--- config.mk ---
export PLATFORM = sky130hd
export DESIGN_NAME = fb_rect_fill_flat
export DESIGN_NICKNAME = d
export VERILOG_FILES = /design/src/rtl/vga_pkg.sv /design/src/rtl/fb_rect_fill_if.sv /design/src/rtl/fb_rect_fill_clip.sv /design/src/rtl/fb_rect_fill.sv /design/src/flat_wrapper.sv
export SDC_FILE = /design/constraint.sdc
export NUM_CORES = 1
export LEC_CHECK = 0
export CORE_ASPECT_RATIO = 0.8
export CORE_UTILIZATION = 35
export CTS_CLUSTER_DIAMETER = 150
export DETAILED_ROUTE_END_ITERATION = 12
export GPL_TIMING_DRIVEN = 0
export MAX_ROUTING_LAYER = met4
export PLACE_DENSITY = 0.61
export REMOVE_ABC_BUFFERS = 1
export SLEW_MARGIN = 20
export SYNTH_ARGS = -nofsm -noshare
export SYNTH_HDL_FRONTEND = slang
export SYNTH_SLANG_ARGS = --single-unit
--- constraint.sdc ---
create_clock -name clk -period 4.5 [get_ports clk]
set_input_delay 0.9 -clock clk [delete_from_list [all_inputs] [get_ports clk]]
set_output_delay 0.9 -clock clk [all_outputs]
set_load 0.05 [all_outputs]
--- src/rtl/vga_pkg.sv ---
// rtl/vga_pkg.sv - shared framebuffer geometry, pixel/address types and fill FSM states
package vga_pkg;

    localparam int FB_WIDTH  = 214;
    localparam int FB_HEIGHT = 160;
    localparam int FB_PIXELS = FB_WIDTH * FB_HEIGHT;

    typedef logic [15:0] fb_addr_t;
    typedef logic [2:0]  pixel_t;

    typedef enum logic [1:0] {
        IDLE,
        SETUP,
        FILL,
        DONE
    } fill_state_t;

endpackage

--- src/rtl/fb_rect_fill_if.sv ---
// rtl/fb_rect_fill_if.sv - rectangle command handshake plus framebuffer write port
interface fb_rect_fill_if #(
    parameter int ADDR_W  = 16,
    parameter int COLOR_W = 3
);

    logic               cmd_valid;
    logic               cmd_ready;
    logic [7:0]         cmd_x;
    logic [7:0]         cmd_y;
    logic [7:0]         cmd_w;
    logic [7:0]         cmd_h;
    logic [COLOR_W-1:0] cmd_color;

    logic               fb_we;
    logic               fb_wready;
    logic [ADDR_W-1:0]  fb_waddr;
    logic [COLOR_W-1:0] fb_wdata;

    logic               busy;
    logic               done;

    // master: command issuer and framebuffer; slave: the fill engine
    modport master (
        output cmd_valid, cmd_x, cmd_y, cmd_w, cmd_h, cmd_color, fb_wready,
        input  cmd_ready, fb_we, fb_waddr, fb_wdata, busy, done
    );

    modport slave (
        input  cmd_valid, cmd_x, cmd_y, cmd_w, cmd_h, cmd_color, fb_wready,
        output cmd_ready, fb_we, fb_waddr, fb_wdata, busy, done
    );

endinterface

--- src/rtl/fb_rect_fill_clip.sv ---
// rtl/fb_rect_fill_clip.sv - clips a rectangle to the framebuffer and computes its first-line address
module fb_rect_fill_clip #(
    parameter int FB_WIDTH  = 214,
    parameter int FB_HEIGHT = 160,
    parameter int ADDR_W    = 16
) (
    input  logic [7:0]        x,
    input  logic [7:0]        y,
    input  logic [7:0]        w,
    input  logic [7:0]        h,
    output logic              is_null,
    output logic [7:0]        w_eff,
    output logic [7:0]        h_eff,
    output logic [ADDR_W-1:0] row_base
);

    // 9-bit intermediates so an origin near the edge cannot wrap the remaining span
    logic [8:0] x_ext;
    logic [8:0] y_ext;
    logic [8:0] rem_w;
    logic [8:0] rem_h;
    logic       x_out;
    logic       y_out;

    always_comb begin
        x_ext = {1'b0, x};
        y_ext = {1'b0, y};
        x_out = (x_ext >= 9'(FB_WIDTH));
        y_out = (y_ext >= 9'(FB_HEIGHT));
        rem_w = 9'(FB_WIDTH) - x_ext;
        rem_h = 9'(FB_HEIGHT) - y_ext;

        is_null = x_out || y_out || (w == 8'd0) || (h == 8'd0);

        w_eff = ({1'b0, w} > rem_w) ? rem_w[7:0] : w;
        h_eff = ({1'b0, h} > rem_h) ? rem_h[7:0] : h;

        row_base = ADDR_W'(y) * ADDR_W'(FB_WIDTH) + ADDR_W'(x);
    end

endmodule

--- src/rtl/fb_rect_fill.sv ---
// rtl/fb_rect_fill.sv - solid rectangle fill engine writing into the scan-out framebuffer
module fb_rect_fill #(
    parameter int FB_WIDTH  = vga_pkg::FB_WIDTH,
    parameter int FB_HEIGHT = vga_pkg::FB_HEIGHT,
    parameter int ADDR_W    = 16,
    parameter int COLOR_W   = 3
) (
    input  logic         clk,
    input  logic         rst_async,
    fb_rect_fill_if.slave bus
);

    import vga_pkg::*;

    fill_state_t state_q;
    fill_state_t state_d;

    logic [7:0]         x_q;
    logic [7:0]         y_q;
    logic [7:0]         w_q;
    logic [7:0]         h_q;
    logic [COLOR_W-1:0] color_q;

    logic [7:0]         w_eff_q;
    logic [7:0]         h_eff_q;
    logic [7:0]         col_q;
    logic [7:0]         row_q;
    logic [ADDR_W-1:0]  row_base_q;

    logic               fb_we_q;
    logic [ADDR_W-1:0]  fb_waddr_q;
    logic [COLOR_W-1:0] fb_wdata_q;

    logic               clip_null;
    logic [7:0]         clip_w;
    logic [7:0]         clip_h;
    logic [ADDR_W-1:0]  clip_base;

    logic               last_col;
    logic               last_pix;

    fb_rect_fill_clip #(
        .FB_WIDTH  (FB_WIDTH),
        .FB_HEIGHT (FB_HEIGHT),
        .ADDR_W    (ADDR_W)
    ) u_clip (
        .x        (x_q),
        .y        (y_q),
        .w        (w_q),
        .h        (h_q),
        .is_null  (clip_null),
        .w_eff    (clip_w),
        .h_eff    (clip_h),
        .row_base (clip_base)
    );

    assign last_col = (col_q == w_eff_q - 8'd1);
    assign last_pix = last_col && (row_q == h_eff_q - 8'd1);

    always_ff @(posedge clk or posedge rst_async) begin
        if (rst_async) begin
            state_q <= IDLE;
        end else begin
            state_q <= state_d;
        end
    end

    always_comb begin
        state_d = state_q;
        case (state_q)
            IDLE:    if (bus.cmd_valid) state_d = SETUP;
            SETUP:   state_d = clip_null ? DONE : FILL;
            FILL:    if (bus.fb_wready && last_pix) state_d = DONE;
            DONE:    state_d = IDLE;
            default: state_d = IDLE;
        endcase
    end

    // Write-port outputs are loaded one step ahead so they never depend combinationally on fb_wready
    always_ff @(posedge clk or posedge rst_async) begin
        if (rst_async) begin
            x_q        <= '0;
            y_q        <= '0;
            w_q        <= '0;
            h_q        <= '0;
            color_q    <= '0;
            w_eff_q    <= '0;
            h_eff_q    <= '0;
            col_q      <= '0;
            row_q      <= '0;
            row_base_q <= '0;
            fb_we_q    <= 1'b0;
            fb_waddr_q <= '0;
            fb_wdata_q <= '0;
        end else begin
            case (state_q)
                IDLE: begin
                    if (bus.cmd_valid) begin
                        x_q     <= bus.cmd_x;
                        y_q     <= bus.cmd_y;
                        w_q     <= bus.cmd_w;
                        h_q     <= bus.cmd_h;
                        color_q <= bus.cmd_color;
                    end
                end
                SETUP: begin
                    w_eff_q    <= clip_w;
                    h_eff_q    <= clip_h;
                    row_base_q <= clip_base;
                    col_q      <= '0;
                    row_q      <= '0;
                    if (!clip_null) begin
                        fb_we_q    <= 1'b1;
                        fb_waddr_q <= clip_base;
                        fb_wdata_q <= color_q;
                    end
                end
                FILL: begin
                    if (bus.fb_wready) begin
                        if (last_pix) begin
                            fb_we_q <= 1'b0;
                        end else if (last_col) begin
                            col_q      <= '0;
                            row_q      <= row_q + 8'd1;
                            row_base_q <= row_base_q + ADDR_W'(FB_WIDTH);
                            fb_waddr_q <= row_base_q + ADDR_W'(FB_WIDTH);
                        end else begin
                            col_q      <= col_q + 8'd1;
                            fb_waddr_q <= fb_waddr_q + ADDR_W'(1);
                        end
                    end
                end
                default: begin
                    fb_we_q <= 1'b0;
                end
            endcase
        end
    end

    assign bus.cmd_ready = (state_q == IDLE);
    assign bus.busy      = (state_q != IDLE);
    assign bus.done      = (state_q == DONE);
    assign bus.fb_we     = fb_we_q;
    assign bus.fb_waddr  = fb_waddr_q;
    assign bus.fb_wdata  = fb_wdata_q;

endmodule

--- src/flat_wrapper.sv ---
// flat-port wrapper written by rule: the top's interface ports become plain ports
module fb_rect_fill_flat import vga_pkg::*;
#(
    parameter int FB_WIDTH  = vga_pkg::FB_WIDTH,
    parameter int FB_HEIGHT = vga_pkg::FB_HEIGHT,
    parameter int ADDR_W    = 16,
    parameter int COLOR_W   = 3
)
  (clk, rst_async, bus_cmd_valid, bus_cmd_x, bus_cmd_y, bus_cmd_w, bus_cmd_h, bus_cmd_color, bus_fb_wready, bus_cmd_ready, bus_fb_we, bus_fb_waddr, bus_fb_wdata, bus_busy, bus_done);
  fb_rect_fill_if #(.ADDR_W(ADDR_W), .COLOR_W(COLOR_W)) bus_i ();
  input  logic clk;
  input  logic rst_async;
  input wire logic [$bits(bus_i.cmd_valid)-1:0] bus_cmd_valid;
  input wire logic [$bits(bus_i.cmd_x)-1:0] bus_cmd_x;
  input wire logic [$bits(bus_i.cmd_y)-1:0] bus_cmd_y;
  input wire logic [$bits(bus_i.cmd_w)-1:0] bus_cmd_w;
  input wire logic [$bits(bus_i.cmd_h)-1:0] bus_cmd_h;
  input wire logic [$bits(bus_i.cmd_color)-1:0] bus_cmd_color;
  input wire logic [$bits(bus_i.fb_wready)-1:0] bus_fb_wready;
  output wire logic [$bits(bus_i.cmd_ready)-1:0] bus_cmd_ready;
  output wire logic [$bits(bus_i.fb_we)-1:0] bus_fb_we;
  output wire logic [$bits(bus_i.fb_waddr)-1:0] bus_fb_waddr;
  output wire logic [$bits(bus_i.fb_wdata)-1:0] bus_fb_wdata;
  output wire logic [$bits(bus_i.busy)-1:0] bus_busy;
  output wire logic [$bits(bus_i.done)-1:0] bus_done;
  assign bus_i.cmd_valid = bus_cmd_valid;
  assign bus_i.cmd_x = bus_cmd_x;
  assign bus_i.cmd_y = bus_cmd_y;
  assign bus_i.cmd_w = bus_cmd_w;
  assign bus_i.cmd_h = bus_cmd_h;
  assign bus_i.cmd_color = bus_cmd_color;
  assign bus_i.fb_wready = bus_fb_wready;
  assign bus_cmd_ready = bus_i.cmd_ready;
  assign bus_fb_we = bus_i.fb_we;
  assign bus_fb_waddr = bus_i.fb_waddr;
  assign bus_fb_wdata = bus_i.fb_wdata;
  assign bus_busy = bus_i.busy;
  assign bus_done = bus_i.done;
  fb_rect_fill #(.FB_WIDTH(FB_WIDTH), .FB_HEIGHT(FB_HEIGHT), .ADDR_W(ADDR_W), .COLOR_W(COLOR_W)) u_core (.clk(clk), .rst_async(rst_async), .bus(bus_i));
endmodule
==> results.toml, run 1 <==
[route]
highest_layer = "met4"
drt-initial-drc-count = 493
viasPerCell = 5.32
wl_met3_um = 906
detail_route.first_pass.iterations = 5
wl_met2_um = 8860
drc = 0
wl_um = 21100
final_antenna_net_count = 0
vias = 6917
m1WireLength_um = 11000
avgRoutedWirePerCell_um = 16.3

[sta]
finalHoldViolations = 0
max_freq_ghz = 0.222
setup_viol = 1
rsz0062_at_grt = "true"
period_share_pct = 100
slew_violations = 0
timing.clock.skew_ns = 0.00851
relSlewSlack_pct = 35.1
finalWorstSetupSlack_ns = -0.00878
min_period_ns = 4.51
worst_pin_slew_ns = 0.973

[placed_design]
hpwl_um = 15200
pre_cts_slack_ns = -1.01
portBuffers = 61
globalplace.congestion = 0.879
place_area_mm2 = 0.00934

[run_status]
violations = "negative setup slack"
status = "complete, but fails checks"

[floorplan]
die_h_um = 140
num_io_pins = 62
initial_core_util_pct = 35.6
die_width_um = 174
dieArea_mm2 = 0.0244
rows = 50
fp.coreArea_mm2 = 0.0234

[synth]
synthArstFlopShare_pct = 100
synth_area_leaders = "dfrtp_1, ha_1, mux2_2"
yosysMostFrequentCell = "dfrtp_1"
ys_ff_latch = 105
syn_inst = 901
netlist_area_mm2 = 0.00833
ys.flop_type = "dfrtp_1"
synth_edf_count = 0
yosysSeqAreaShare_pct = 31.5
yosys.cell_types.count = 72
syn_area_per_cell_um2 = 9.25
synth_commonest_cells = "dfrtp_1, ha_1, nand2_1, nor2_1, inv_1"
synth_warnings = 0
synth_top_area_share_pct = 31.5
yosys.area.top_type = "dfrtp_1"

[cells_and_area]
multiInputGateArea_mm2 = 0.00569
drive_gt1_share_pct = 16.2
diodes = 0
area_delta_synth_final_pct = 22.7
fin_area_mm2 = 0.0102
regArea_mm2 = 0.00264
fillers = 2272
utilization_pct = 43.7
nets = 1120

[grt]
antenna_found_initial = 0
grt_usage_pct = 18.3
grt_pass1_wl_um = 34700
grt_pass1_vias = 6436
grt_max_degree = 73
grt_overflow = 0

[critical_path]
cp_num_cells = 16
cp.arrival_ns = 4.81
max_stage_delay_ns = 0.53
path_buf_inv = 3
crit_required_ns = 4.80
path_class = "reg2reg"
path_cells = "inv_2 > ha_4 > fa_1 > fa_1 > inv_2 > fa_1 > inv_2 > ha_4 > a21oi_4 > mux2_4 > a211oi_4 > o31a_1 > nand4_1 > or3_4 > a21oi_4 > a221o_1"
cp-end-kind = "flip-flop"
ff2ff_path_depth = 16
cp_top_family = "adder cells"
crit_path_top_delay_cell = "fa_1"
critical_path.max_fanout = 5
startpoint_type = "flip-flop"

[flow_run]
cap_violations = 0

[clock_tree]
clockBufferDepth = 2
cts_root_buf = "clkbuf_16"
htree_num_levels = 3
cts_buffers = 9
clk_latency_ns = 0.36
cts_tree = "done"
cts_sinks = 105
clk_pin_slew_worst_paths_ns = 0.08

[min_path]
hold_depth = 2
hold_class = "reg2reg"
## what timing repair did
item,4_1_cts,5_1_grt
pin swaps,16,29
endpoints found under the setup margin,17,16
hold buffers,0,0
gates resized for setup,51,25
buffers inserted,19,14
## worst min-delay path: cells and delay by family, from the launching register on
family / cells / cell delay, ns
AOI/OAI and AO/OA: 1 / 0.05
DFF: 1 / 0.35
and+or+nand+nor: 1 / 0.05
## sequential cells by signal, indices dropped and copies added (netlist names), 8 cells and up
register,count
u_core.row_q,8
u_core.w_eff_q,8
u_core.col_q,8
u_core.h_eff_q,8
u_core.x_q,8
u_core.bus.fb_waddr,16
u_core.row_base_q,16
u_core.h_q,8
u_core.w_q,8
u_core.y_q,8
## cell type report
| cell class | instances | share of cell area, % |
|---|---|---|
| clock buffers | 11 | 2.47 |
| clock inverters | 5 | 0.367 |
| inverters | 61 | 2.31 |
| multi-input cells | 706 | 55.6 |
| flip-flops and latches | 105 | 25.8 |
| well taps | 312 | 3.82 |
| repair buffers | 99 | 9.62 |
## final timing paths
path,start,end,slack [ns]
setup reg to reg,u_core.y_q[2],u_core.row_base_q[13],-0.009
max in group asynchronous,rst_async,u_core.w_eff_q[5],2.92
min in group asynchronous,rst_async,u_core.state_q[0],0.90
setup / recovery,u_core.y_q[2],u_core.row_base_q[13],-0.009
hold / removal,u_core.row_base_q[0],u_core.row_base_q[0],0.49
hold reg to reg,u_core.row_base_q[0],u_core.row_base_q[0],0.49
## placed cells by master (no fill, tap or decap), drive strengths merged, types with 15 or more instances in the layout
master	Yosys	final
nand4	21	21
dfrtp	105	105
clkdlybuf4s50	0	61
nand3	19	19
nor2	66	66
ha	88	88
inv	61	63
xor2	34	34
o21ai	35	35
o21a	15	15
xnor2	49	49
nor3	17	17
a21oi	59	59
nand2	72	72
mux2	45	45
buf	12	38
## per-stage QoR
step / TNS (ns) / hold slack (ns) / instances
after CTS: 0 / 0.488 / 1285
after detailed placement: -11.58 / 0.468 / 1250
after global placement: -125.03 / 0.470 / 1245
final: -0.00878 / 0.486 / 1299
after floorplan: -2.01 / 0.447 / 872
after global routing: -2.58 / 0.529 / 1299
## kinds of logic (layout without fill, tap and decap cells)
kind of cell	Yosys count	in the layout	share of synthesized area, %
AND/OR/NAND/NOR	260	260	15.3
AO/OA/AOI/OAI	210	210	17.2
flip-flops	105	105	31.5
adder cells (fa/ha/maj)	99	99	15.9
buffers and inverters	90	176	4.30
XOR/XNOR	83	83	8.73
multiplexers	54	54	7.16
## per-layer routing
layer  track usage (%)  vias to the layer above
met5                 -                        -
met3              2.88                       24
li1                  -                     3418
met4              4.76                        0
met1              27.2                     3334
met2              25.4                      141
Power of run 1 is not shown: default switching activity piles up to over one toggle a cycle in this logic, so the estimate is an artifact.
==> inputs of run 2 (changes only) <==
--- a/config.mk
+++ b/config.mk
@@ -11,7 +11,7 @@
 export DETAILED_ROUTE_END_ITERATION = 12
 export GPL_TIMING_DRIVEN = 0
 export MAX_ROUTING_LAYER = met4
-export PLACE_DENSITY = 0.61
+export PLACE_DENSITY = 0.59
 export REMOVE_ABC_BUFFERS = 1
 export SLEW_MARGIN = 20
 export SYNTH_ARGS = -nofsm -noshare
==> constraint.sdc (replaced) <==
create_clock -name clk -period 4.9 [get_ports clk]
set_input_delay 0.98 -clock clk [delete_from_list [all_inputs] [get_ports clk]]
set_output_delay 0.98 -clock clk [all_outputs]
set_load 0.05 [all_outputs]
==> run 2 against run 1 <==
Compared with the run above: the run now ends clean; cell count decreased by 1.6%; non-clock buffer count down 21; sequential share of layout area rose by 0.94 points; critical path depth increased by 3; maximum frequency shrank 4.3%; worst setup slack better by 0.20 ns; clock skew up 0.0040 ns; core utilization is 1.6 points lower; via count fell by 2.3%; global-route usage down 0.32 points.
==> results.toml, run 2 (same netlist as run 1, synthesis figures left out) <==
[run_status]
status = "finished clean"

[cells_and_area]
fillers = 2343
diodes = 0
finalNonFillerCells = 1278
nets = 1099
fin_area_mm2 = 0.00986
mostFrequentLayoutCell = "dfrtp_1"
drive_gt1_share_pct = 11.7
area_delta_synth_final_pct = 18.4
final_cell_mix = "dfrtp_1, ha_1, nand2_1"

[sta]
finalHoldViolations = 0
timing.clock.skew_ns = 0.0125
worst_pin_slew_ns = 0.993
finalWorstSetupSlack_ns = 0.189
relSlewSlack_pct = 33.8
max_freq_ghz = 0.212
slew_violations = 0
rsz0062_at_grt = "true"
period_share_pct = 96.2
setup_viol = 0
min_period_ns = 4.71

[placed_design]
globalplace.congestion = 0.842
pre_cts_slack_ns = -0.633
hpwl_um = 15300
placed_cells = 1250
place_area_mm2 = 0.00934
portBuffers = 61

[grt]
grt_pass1_wl_um = 34400
grt_usage_pct = 18.0
use_met2_pct = 25.4
gr-usage-met1_pct = 26.6
grt_pass1_vias = 6476
antenna_found_initial = 0
use_met3_pct = 2.42
top_usage_layer = "met1"
grt_overflow = 0
grt_max_degree = 68

[critical_path]
cp-end-kind = "flip-flop"
startpoint_type = "flip-flop"
path_class = "reg2reg"
critical_path.max_fanout = 7
cp.arrival_ns = 4.93
r2r_slack_ns = 0.19
crit_start = "u_core.y_q[0]"
ff2ff_path_depth = 19
timing.rr.start = "u_core.y_q[0]"
worstReg2RegEnd = "u_core.row_base_q[14]"
crit_required_ns = 5.12

[clock_tree]
clk_pin_slew_worst_paths_ns = 0.08
holdBufCountCts = 0
cts_sinks = 105
clockBufferDepth = 2
clk_latency_ns = 0.36
cts_root_buf = "clkbuf_16"
cts_buffers = 9
htree_num_levels = 3
cts_tree = "done"

[floorplan]
num_io_pins = 62
die_h_um = 140
die_width_um = 174
rows = 50
fp.coreArea_mm2 = 0.0234
initial_core_util_pct = 35.6
dieArea_mm2 = 0.0244

[min_path]
worstHoldStart = "u_core.color_q[2]"
hold_class = "reg2reg"
whs_endpoint = "u_core.color_q[2]"
hold_depth = 1

[flow_run]
cap_violations = 0

[route]
viasPerCell = 5.29
drc = 0
final_antenna_net_count = 0
avgRoutedWirePerCell_um = 16.1
vias = 6759
detail_route.first_pass.iterations = 5
drt-initial-drc-count = 415
wl_um = 20600
[run 2: cell types whose count changed in the layout (fill, tap and decap cells not counted), sizes merged]
| cell | before | now |
|---|---|---|
| buf | 38 | 17 |
| bufinv | 0 | 1 |
| clkbuf | 11 | 9 |
| clkinv | 1 | 3 |
| clkinvlp | 2 | 1 |
[run 2: area by class of cell]
| class | instances | area, um^2 | share of cell area (%) |
|---|---|---|---|
| Multi-Input combinational cell | 706 | 5490 | 55.7 |
| Sequential cell | 105 | 2640 | 26.7 |
| Timing Repair Buffer | 78 | 811 | 8.22 |
| Tap cell | 312 | 390 | 3.96 |
| Inverter | 61 | 234 | 2.37 |
| Clock buffer | 9 | 225 | 2.28 |
| Clock inverter | 7 | 77.6 | 0.787 |
[run 2: worst max path at each step]
stage | cells past startpoint | end
2_1_floorplan | 16 | u_core.row_base_q[15]
3_3_place_gp | 2 | u_core.w_q[0]
3_5_place_dp | 16 | u_core.bus.fb_waddr[13]
4_1_cts | 15 | u_core.bus.fb_waddr[13]
5_1_grt | 19 | u_core.row_base_q[14]
6_report | 19 | u_core.row_base_q[14]
[run 2: routing by layer]
metal  vias up  wire (um)
li1       3377          -
met1      3232      11100
met2       131       8520
met3        19        686
met4         0        272
met5         -          0
[run 2: worst max-delay path: stages, from the launching register on]
cell and delay (ns):
dfrtp_2 0.45, inv_1 0.07, ha_2 0.34, ha_1 0.30, inv_1 0.05, fa_1 0.49
fa_1 0.51, inv_1 0.04, ha_2 0.38, inv_1 0.08, xnor2_1 0.15, ha_1 0.31
o21a_1 0.17, o31a_1 0.14, o41a_1 0.18, o21ai_0 0.08, nand4bb_1 0.27, nor3_2 0.18
xor2_1 0.24, o221ai_1 0.14
[run 2: timing repair]
item	4_1_cts	5_1_grt
setup buffers	5	7
gates resized for setup	11	21
pin swaps	3	6
setup endpoints to repair	16	16
[run 2: per-stage QoR]
step                      hold slack (ns)  TNS, ns  utilization [%]
after floorplan                     0.447        0                -
after global placement              0.484   -84.72             39.3
after detailed placement            0.488    -5.77             39.9
after CTS                           0.507        0             41.5
after global routing                0.537  -0.0388             42.1
final                               0.505        0             42.1
Power of run 2 is left out for the same reason.
